**src/rtl/y86_pkg.sv**
```systemverilog
// Shared Y86 writeback types: register ids, queue entry layout and
// the per-path write-enable rules used by both the queue and the issue stage.
package y86_pkg;

  typedef logic [3:0] reg_id_t;

  localparam reg_id_t RNONE = 4'hF;
  localparam reg_id_t RSP   = 4'hE;

  typedef struct packed {
    reg_id_t     dstE;
    logic [63:0] valE;
    reg_id_t     dstM;
    logic [63:0] valM;
  } wb_entry_t;

  // E path yields to M when both target the same register (popq %rsp)
  function automatic logic en_e(input reg_id_t dst_e, input reg_id_t dst_m);
    return (dst_e != RNONE) && (dst_e != dst_m);
  endfunction

  function automatic logic en_m(input reg_id_t dst_m);
    return (dst_m != RNONE);
  endfunction

endpackage

```
**src/rtl/wb_fifo.sv**
```systemverilog
// Pending-writeback queue: circular storage with occupancy count.
// With WB_BYPASS_EN defined the stored values are also exported for forwarding.
module wb_fifo
  import y86_pkg::*;
#(
  parameter int DEPTH = 4,
  localparam int PW = $clog2(DEPTH),
  localparam int CW = PW + 1
) (
  input  logic           clk,
  input  logic           rst,
  input  logic           push,
  input  logic           pop,
  input  wb_entry_t      din,
  output wb_entry_t      head,
  output logic [CW-1:0]  count,
  output logic [PW-1:0]  rd_ptr,
  output reg_id_t        dst_e [DEPTH],
`ifdef WB_BYPASS_EN
  output logic [63:0]    val_e [DEPTH],
  output logic [63:0]    val_m [DEPTH],
`endif
  output reg_id_t        dst_m [DEPTH]
);

  wb_entry_t      mem_r [DEPTH];
  logic [PW-1:0]  wr_ptr_r;
  logic [PW-1:0]  rd_ptr_r;
  logic [CW-1:0]  count_r;

  // pointer and occupancy update; pointers wrap naturally at DEPTH
  always_ff @(posedge clk) begin
    if (rst) begin
      wr_ptr_r <= PW'(0);
      rd_ptr_r <= PW'(0);
      count_r  <= CW'(0);
    end else begin
      wr_ptr_r <= push ? (wr_ptr_r + PW'(1)) : wr_ptr_r;
      rd_ptr_r <= pop  ? (rd_ptr_r + PW'(1)) : rd_ptr_r;
      case ({push, pop})
        2'b10:   count_r <= count_r + CW'(1);
        2'b01:   count_r <= count_r - CW'(1);
        default: count_r <= count_r;
      endcase
    end
  end

  // entry storage; stale contents are harmless since count gates validity
  always_ff @(posedge clk) begin
    if (push) begin
      mem_r[wr_ptr_r] <= din;
    end else begin
      mem_r[wr_ptr_r] <= mem_r[wr_ptr_r];
    end
  end

  assign head   = mem_r[rd_ptr_r];
  assign count  = count_r;
  assign rd_ptr = rd_ptr_r;

  for (genvar i = 0; i < DEPTH; i++) begin : g_tap
    assign dst_e[i] = mem_r[i].dstE;
    assign dst_m[i] = mem_r[i].dstM;
`ifdef WB_BYPASS_EN
    assign val_e[i] = mem_r[i].valE;
    assign val_m[i] = mem_r[i].valM;
`endif
  end

endmodule

```
**src/rtl/wb_issue.sv**
```systemverilog
// Writeback issue stage: queues retiring results, issues one E/M write pair per
// cycle and reports decode hazards. Optional forwarding under WB_BYPASS_EN.
module wb_issue
  import y86_pkg::*;
#(
  parameter int DEPTH = 4
) (
  input  logic        clk,
  input  logic        rst,
  input  logic        in_valid,
  output logic        in_ready,
  input  logic [3:0]  in_dstE,
  input  logic [63:0] in_valE,
  input  logic [3:0]  in_dstM,
  input  logic [63:0] in_valM,
  output logic        wr_enA,
  output logic [3:0]  wr_dstA,
  output logic [63:0] wr_valA,
  output logic        wr_enB,
  output logic [3:0]  wr_dstB,
  output logic [63:0] wr_valB,
  input  logic        wb_hold,
  input  logic [3:0]  q_srcA,
  input  logic [3:0]  q_srcB,
  output logic        hazA,
  output logic        hazB,
`ifdef WB_BYPASS_EN
  output logic [63:0] fwdA_val,
  output logic [63:0] fwdB_val,
`endif
  output logic        idle
);

  localparam int PW = $clog2(DEPTH);
  localparam int CW = PW + 1;

  logic           push_s;
  logic           pop_s;
  wb_entry_t      din_s;
  wb_entry_t      head_s;
  logic [CW-1:0]  count_s;
  logic [PW-1:0]  rd_ptr_s;
  reg_id_t        dst_e_s [DEPTH];
  reg_id_t        dst_m_s [DEPTH];
`ifdef WB_BYPASS_EN
  logic [63:0]    val_e_s [DEPTH];
  logic [63:0]    val_m_s [DEPTH];
`endif

  logic           wra_en_r;
  reg_id_t        wra_dst_r;
  logic [63:0]    wra_val_r;
  logic           wrb_en_r;
  reg_id_t        wrb_dst_r;
  logic [63:0]    wrb_val_r;

  // a pop in the same cycle never opens a slot early: ready looks at count only
  assign in_ready = (count_s < CW'(DEPTH)) && !rst;
  assign push_s   = in_valid && in_ready;
  assign pop_s    = (count_s != CW'(0)) && !wb_hold && !rst;
  assign din_s    = '{dstE: in_dstE, valE: in_valE, dstM: in_dstM, valM: in_valM};

  wb_fifo #(.DEPTH(DEPTH)) u_fifo (
    .clk    (clk),
    .rst    (rst),
    .push   (push_s),
    .pop    (pop_s),
    .din    (din_s),
    .head   (head_s),
    .count  (count_s),
    .rd_ptr (rd_ptr_s),
    .dst_e  (dst_e_s),
`ifdef WB_BYPASS_EN
    .val_e  (val_e_s),
    .val_m  (val_m_s),
`endif
    .dst_m  (dst_m_s)
  );

  // register-file write stage: enables pulse only on a pop, fields otherwise hold
  always_ff @(posedge clk) begin
    if (rst) begin
      wra_en_r  <= 1'b0;
      wra_dst_r <= RNONE;
      wra_val_r <= 64'd0;
      wrb_en_r  <= 1'b0;
      wrb_dst_r <= RNONE;
      wrb_val_r <= 64'd0;
    end else if (pop_s) begin
      wra_en_r  <= en_e(head_s.dstE, head_s.dstM);
      wra_dst_r <= head_s.dstE;
      wra_val_r <= head_s.valE;
      wrb_en_r  <= en_m(head_s.dstM);
      wrb_dst_r <= head_s.dstM;
      wrb_val_r <= head_s.valM;
    end else begin
      wra_en_r  <= 1'b0;
      wra_dst_r <= wra_dst_r;
      wra_val_r <= wra_val_r;
      wrb_en_r  <= 1'b0;
      wrb_dst_r <= wrb_dst_r;
      wrb_val_r <= wrb_val_r;
    end
  end

  assign wr_enA  = wra_en_r;
  assign wr_dstA = wra_dst_r;
  assign wr_valA = wra_val_r;
  assign wr_enB  = wrb_en_r;
  assign wr_dstB = wrb_dst_r;
  assign wr_valB = wrb_val_r;
  assign idle    = (count_s == CW'(0)) && !wra_en_r && !wrb_en_r;

  for (genvar p = 0; p < 2; p++) begin : g_port
    reg_id_t        q_s;
    logic           hit_s;
    logic           m_s;
    logic           live_s;
    logic [PW-1:0]  idx_s;
    logic [63:0]    fwd_s;

    assign q_s = (p == 0) ? q_srcA : q_srcB;

    // scan write stage, then queue oldest to youngest; later matches override
    always_comb begin
      hit_s  = 1'b0;
      fwd_s  = 64'd0;
      idx_s  = rd_ptr_s;
      live_s = 1'b0;
      m_s    = (q_s != RNONE) && wra_en_r && (wra_dst_r == q_s);
      hit_s  = hit_s | m_s;
      fwd_s  = m_s ? wra_val_r : fwd_s;
      m_s    = (q_s != RNONE) && wrb_en_r && (wrb_dst_r == q_s);
      hit_s  = hit_s | m_s;
      fwd_s  = m_s ? wrb_val_r : fwd_s;
      for (int k = 0; k < DEPTH; k++) begin
        idx_s  = rd_ptr_s + PW'(k);
        live_s = (CW'(k) < count_s) && (q_s != RNONE);
        m_s    = live_s && en_e(dst_e_s[idx_s], dst_m_s[idx_s]) && (dst_e_s[idx_s] == q_s);
        hit_s  = hit_s | m_s;
`ifdef WB_BYPASS_EN
        fwd_s  = m_s ? val_e_s[idx_s] : fwd_s;
`endif
        m_s    = live_s && en_m(dst_m_s[idx_s]) && (dst_m_s[idx_s] == q_s);
        hit_s  = hit_s | m_s;
`ifdef WB_BYPASS_EN
        fwd_s  = m_s ? val_m_s[idx_s] : fwd_s;
`endif
      end
    end
  end

  assign hazA = g_port[0].hit_s;
  assign hazB = g_port[1].hit_s;
`ifdef WB_BYPASS_EN
  assign fwdA_val = g_port[0].fwd_s;
  assign fwdB_val = g_port[1].fwd_s;
`endif

endmodule

```
**config.mk**
```make
export PLATFORM = sky130hd
export DESIGN_NAME = wb_issue
export DESIGN_NICKNAME = d
export VERILOG_FILES = /design/src/rtl/y86_pkg.sv /design/src/rtl/wb_fifo.sv /design/src/rtl/wb_issue.sv
export SDC_FILE = /design/constraint.sdc
export NUM_CORES = 1
export LEC_CHECK = 0
export BUFFER_PORTS_ARGS = -buffer_cell sky130_fd_sc_hd__buf_2
export CAP_MARGIN = 20
export CORE_ASPECT_RATIO = 1.75
export CORE_MARGIN = 2
export CORE_UTILIZATION = 45
export DETAILED_ROUTE_END_ITERATION = 8
export PLACE_DENSITY_LB_ADDON = 0.15
export SYNTH_ARGS = -nofsm -noshare
export SYNTH_HDL_FRONTEND = slang
export SYNTH_HIERARCHICAL = 1
export SYNTH_SLANG_ARGS = --single-unit
```
**constraint.sdc**
```tcl
create_clock -name clk -period 6 [get_ports clk]
set_input_delay 0 -clock clk [delete_from_list [all_inputs] [get_ports clk]]
set_output_delay 0 -clock clk [all_outputs]
set_load 0.03 [all_outputs]
```
# Word level (Yosys, flattened, before mapping)
# Memory sizes are Yosys's and may differ from the RTL's. A register that Yosys moved wholly into a read port is not among the register bits.
# Cells that the tools add are included.
# word_totals
regBits,145
ram_bits,544
input_bits,148
output_inout_bits,142
elab_cells,188
memories,1
# op_classes
addsub,6
n_lt_le_gt_ge,9
n_eq_ne,40
muxes,31
bitwise_logic,24
n_reduce_logical,68
# memory_table
name,depth,word_bits,rd,rd_ports_with_merged_regs,wr,line,source
u_fifo.mem_r,4,136,5,1,1,wb_fifo.sv:26,wb_entry_t mem_r [DEPTH];
# ops
cell,count
$mux W136,1
$eq A4 B4 Y1,20
$bmux W4 S2,8
$mux W4,16
$logic_and A1 B1 Y1,59
$ne A4 B4 Y1 const B,12
$ne A4 B4 Y1,5
$or A1 B1 Y1,19
$ge A3 B3 Y1 const B,4
$not A2 Y3,4
$lt A1 B3 Y1 const A,2
$lt A2 B3 Y1 const A,2
$pmux W3 S2,1
$add A2 B1 Y2 const B,2
$add A2 B2 Y2 const B,2
$logic_not A1 Y1,4
$mux W2,2
$add A3 B1 Y3 const B,1
$logic_not A3 Y1,1
$lt A3 B3 Y1 const B,1
$mux W1,3
$reduce_bool A3 Y1,1
$sub A3 B1 Y3 const B,1
$eq A2 B1 Y1 const B,1
6 further kinds,6

# Longest topological paths before layout
# depth
depth_word,16
depth_mapped,9
depth_no_buf,8

# Hierarchy
# The synthesis kept the hierarchy.
# modules_own_cells
mod,n_inst,cells_per_inst,area_each_um2,seq_area_each_um2
wb_fifo,1,783,20239.4,16515.8
wb_issue,1,855,6986.7,2762.6

# Least setup slack after synthesis
# No wires, ideal clock.
# synth_timing
path_kind,flip-flop to flip-flop
startpoint,"register u_fifo.count_r[2], in the netlist u_fifo/count[2]"
endpoint,memory u_fifo/mem_r[0][0] (netlist bit) (enable)
setup_ns,0.511
t_arrival_ns,4.275
required_ns,5.489
setup_slack_ns,1.214
stages_incl_launch_ff,4
path_buffers,0
synth_period_minus_slack_ns,4.786
path_cell_list,dfxtp_1 -> nor2_1 -> and2_1 -> and2_1
# synth_via
elab_chain_cells,6
elab_cells_between_ends,8
classes_between,1 x order compare; 3 x mux; 1 x bitwise; 3 x reduce/logical
# synth_rtl
item,line,source
start: declaration,wb_fifo.sv:29,logic [CW-1:0] count_r;
start signal: assignment,wb_fifo.sv:41,2'b10: count_r <= count_r + CW'(1);
start signal: assignment,wb_fifo.sv:42,2'b01: count_r <= count_r - CW'(1);
start signal: assignment,wb_fifo.sv:43,default: count_r <= count_r;
$lt A3 B3 Y1 (*),wb_issue.sv:58,assign in_ready = (count_s < CW'(DEPTH)) && !rst;
$logic_and A1 B1 Y1 (*),wb_issue.sv:58,
net in_ready,wb_issue.sv:11,"output logic in_ready,"
$logic_and A1 B1 Y1 (*),wb_issue.sv:59,assign push_s = in_valid && in_ready;
net push_s,wb_issue.sv:37,logic push_s;
"$mux W1, on equally long branches","wb_fifo.sv:50, wb_fifo.sv:53",
$mux W1 (not written as such) / $reduce_and A2 Y1 (equally long branches),-,
$or A1 B1 Y1 (no source line) (*),-,
end: declaration,wb_fifo.sv:26,
# The timed path passes the listed nets; every way through them passes the cells marked *.

# Worst setup path after layout
# layout_timing
startpoint,"register u_fifo.rd_ptr_r[0], in the netlist u_fifo/rd_ptr[0]"
endpoint,output hazB
# layout_via
elab_chain_cells,16
elab_cells_between_ends,79
classes_between,3 x add/sub; 20 x eq/ne; 24 x mux; 12 x bitwise; 20 x reduce/logical
# layout_rtl
item,line,source
start: declaration,wb_fifo.sv:28,logic [PW-1:0] rd_ptr_r;
start signal: assignment,wb_fifo.sv:39,rd_ptr_r <= pop ? (rd_ptr_r + PW'(1)) : rd_ptr_r;
branches (longest 15 deep; another with $add A2 B1 Y2),-,
$or A1 B1 Y1 (*),wb_issue.sv:145,hit_s = hit_s | m_s;
end: declaration,wb_issue.sv:26,"output logic hazB,"
# Mark *: on every way between the ends. The select of a mux whose other input is x is not followed.

==> summary.txt <==
outcome = finished, final reports clean
placement row count = 119
clock sinks = 691
worst min path class = input pin to register
fin crit period = 3793 ps
P_leak = 0.01093 uW
Post-route DRC = 0
Initial Util = 45.37%
Nets = 2,168
DP Cell Count = 2,598
Post-Synthesis Cell Area = 0.02723 mm2
max cap viols = 0
final setup vio count = 0
Antenna Nets Post-Route = 0
DR pass1 iterations = 5
share of cells above drive strength 1 = 27.70%
die height = 329.4 um
placed inst area = 0.02914 mm2
P&R area growth vs syn = 19.36%
die area = 0.06256 mm2
CP max FO = 36
routability cong. = 0.8855
# IOs = 290
Post-CTS Setup Bufs = 0
worst ir drop on vdd = 0.4279 mV
vias in the first global route = 16.38k
Syn Inst Count = 1,638
Crit Path Class = register to output port
Post-Layout Cell Count = 2,853
clock skew = 36.11 ps
H-tree depth = 2
Worst-Skew Late Latency = 650 ps
EDFF count, synth = 544
DP HPWL = 39,020 um
Final Cycle Share = 63.21%
Yosys cell types = 49
Util after Layout = 54.16%
final worst slack = 2207 ps
clk buf depth = 3
yosys warns = 6
first-pass GRT wire length = 98,980 um
syn_area_per_cell = 16.62 um2
Net Count, Synth = 1,792
CTS Buf Count = 61
slew at the pin closest to its max-slew limit = 1053 ps
register area share after synthesis = 70.81%
fillers = 4,905
core area = 0.06000 mm2
final design area excluding fillers = 0.03250 mm2
Post-Route WL = 65,420 um
total track usage = 21.12%
Via Count = 15.54k
WP data required = 6000 ps
post-cts resize count = 0
largest net degree at the start of global routing = 84
Overflow after GRT = 0
DR WL/cell = 22.93 um
dpl ws = 2879 ps
worst path arrival time = 3790 ps
CTS root buf = clkbuf_16
die extent in x = 189.9 um
ys flop type = edfxtp_1
setup TNS = 0 ps
Post-synth ARST share = 0%
Hold Fails Final Rpt = 0
hold buffers post-CTS = 139
CP startpoint kind = register
Slew Viols, Final = 0
clk slew on worst S/H paths = 70 ps
Yosys reg bits = 691
number of buffers added on ports = 289
initial antenna violation count = 2
initial DRC count = 787
Slew headroom = 29.64%
mean number of vias per cell = 5.448
unrepaired setup endpoints after global routing = no
Power Density = 323.7 mW/mm2
CTS tree = built
Setup crit end kind = output port
fmax = 263.7 MHz
## flip-flops by register name, summed over array words and instances (netlist names), named ones only
name             count
u_fifo/mem_r       544
wr_valA             64
wr_valB             64
wr_dstA              4
wr_dstB              4
u_fifo/count         3
u_fifo/rd_ptr        2
u_fifo/wr_ptr_r      2
wr_enA               1
wr_enB               1
## critical path, stage by stage (launching register included)
cell	delay, ps
dfxtp_2	990
mux4_1	760
xor2_1	200
nor4_2	350
and4b_1	240
nor4_1	250
nand4_1	140
buf_2	200
## report_power, final
part           internal (uW)  switching [uW]
Sequential              5350             106
Combinational            461             746
Clock                   2140            1720
Total                   7950            2570
## stage by stage
step / total power (uW) / hold WS, ps
final: 10520 / 111.0
after global routing: 10940 / 93.97
after CTS: 10670 / 50.33
after detailed placement: 6708 / 214.6
after global placement: 6686 / 210.2
after floorplan: 6319 / 98.87
## metal layers
layer / track usage [%] / part of all wire, % / routed length, um
met5: 0 / 0 / 0
met4: 8.999 / 4.1 / 2687
met3: 4.496 / 5.7 / 3714
met2: 37.81 / 52 / 34160
met1: 24.42 / 38 / 24860
## logic make-up after synthesis
family | Yosys count | share of synthesized area [%]
XOR/XNOR | 87 | 2.799
AO/OA/AOI/OAI | 159 | 3.107
flip-flops | 691 | 70.81
adder cells (fa/ha/maj) | 6 | 0.3033
buffers and inverters | 132 | 2.721
multiplexers | 172 | 14.08
AND/OR/NAND/NOR | 391 | 6.181
## Yosys cell counts, types with 2 or more instances
cell,n,area share [%]
a21oi_1,136,2.5
a31oi_1,2,0.046
and2_1,6,0.14
and3_1,3,0.069
buf_1,4,0.055
buf_2,16,0.29
buf_4,37,1.0
buf_6,10,0.41
clkbuf_1,61,0.84
dfxtp_1,147,11
edfxtp_1,544,60
ha_1,5,0.23
inv_1,3,0.041
mux2i_1,2,0.074
mux4_1,2,0.19
mux4_2,166,14
nand2_1,284,3.9
nand3_1,22,0.40
nand3b_1,8,0.22
nand4_1,15,0.34
nor2_1,20,0.28
nor2b_1,2,0.046
nor3_1,9,0.17
nor4_1,9,0.21
nor4_2,2,0.092
o2111ai_1,2,0.064
o211a_1,2,0.074
o211ai_1,3,0.083
o21ai_0,8,0.15
or2_2,4,0.092
xnor2_1,35,1.1
xor2_1,52,1.7
## layout by cell type, fill, tap and decap left out, types with 3 or more instances in the layout
cell,count
clkinvlp_4,3
mux4_2,166
bufinv_16,5
nor4_1,9
clkbuf_1,15
a21oi_1,136
buf_12,6
buf_4,9
nor2_1,19
or2_2,3
clkinv_1,11
dfxtp_1,144
xor2_1,52
inv_1,3
dlygate4sd3_1,139
clkinv_2,12
nor3_1,9
and2_4,4
nand3_1,22
o21ai_0,8
edfxtp_1,544
ha_1,5
o211ai_1,3
nand4_1,15
nand3b_1,8
nand2_1,284
clkbuf_16,62
buf_2,288
and3_1,3
xnor2_1,35
## worst paths after layout
path,start,end,slack (ps),cells after the start
worst max-delay path,u_fifo/rd_ptr[0],hazB,2210,7
worst min-delay path,in_valE[61],u_fifo/mem_r[0][129],110,2
worst max register to register,u_fifo/count[2],u_fifo/count[2],2980,8
worst min register to register,wr_valB[44],wr_valB[44],450,2
## final cells by class
class | count | area (um2) | area share [%]
diodes | 2 | 5.005 | 0.01540
clock buffers | 79 | 1635 | 5.032
clock inverters | 35 | 327.8 | 1.009
inverters | 3 | 11.26 | 0.03465
multi-input cells | 815 | 7227 | 22.24
flip-flops and latches | 691 | 19290 | 59.35
well taps | 786 | 983.4 | 3.026
repair buffers | 442 | 3020 | 9.294
No activity file was read; power rests on OpenSTA's default activity.
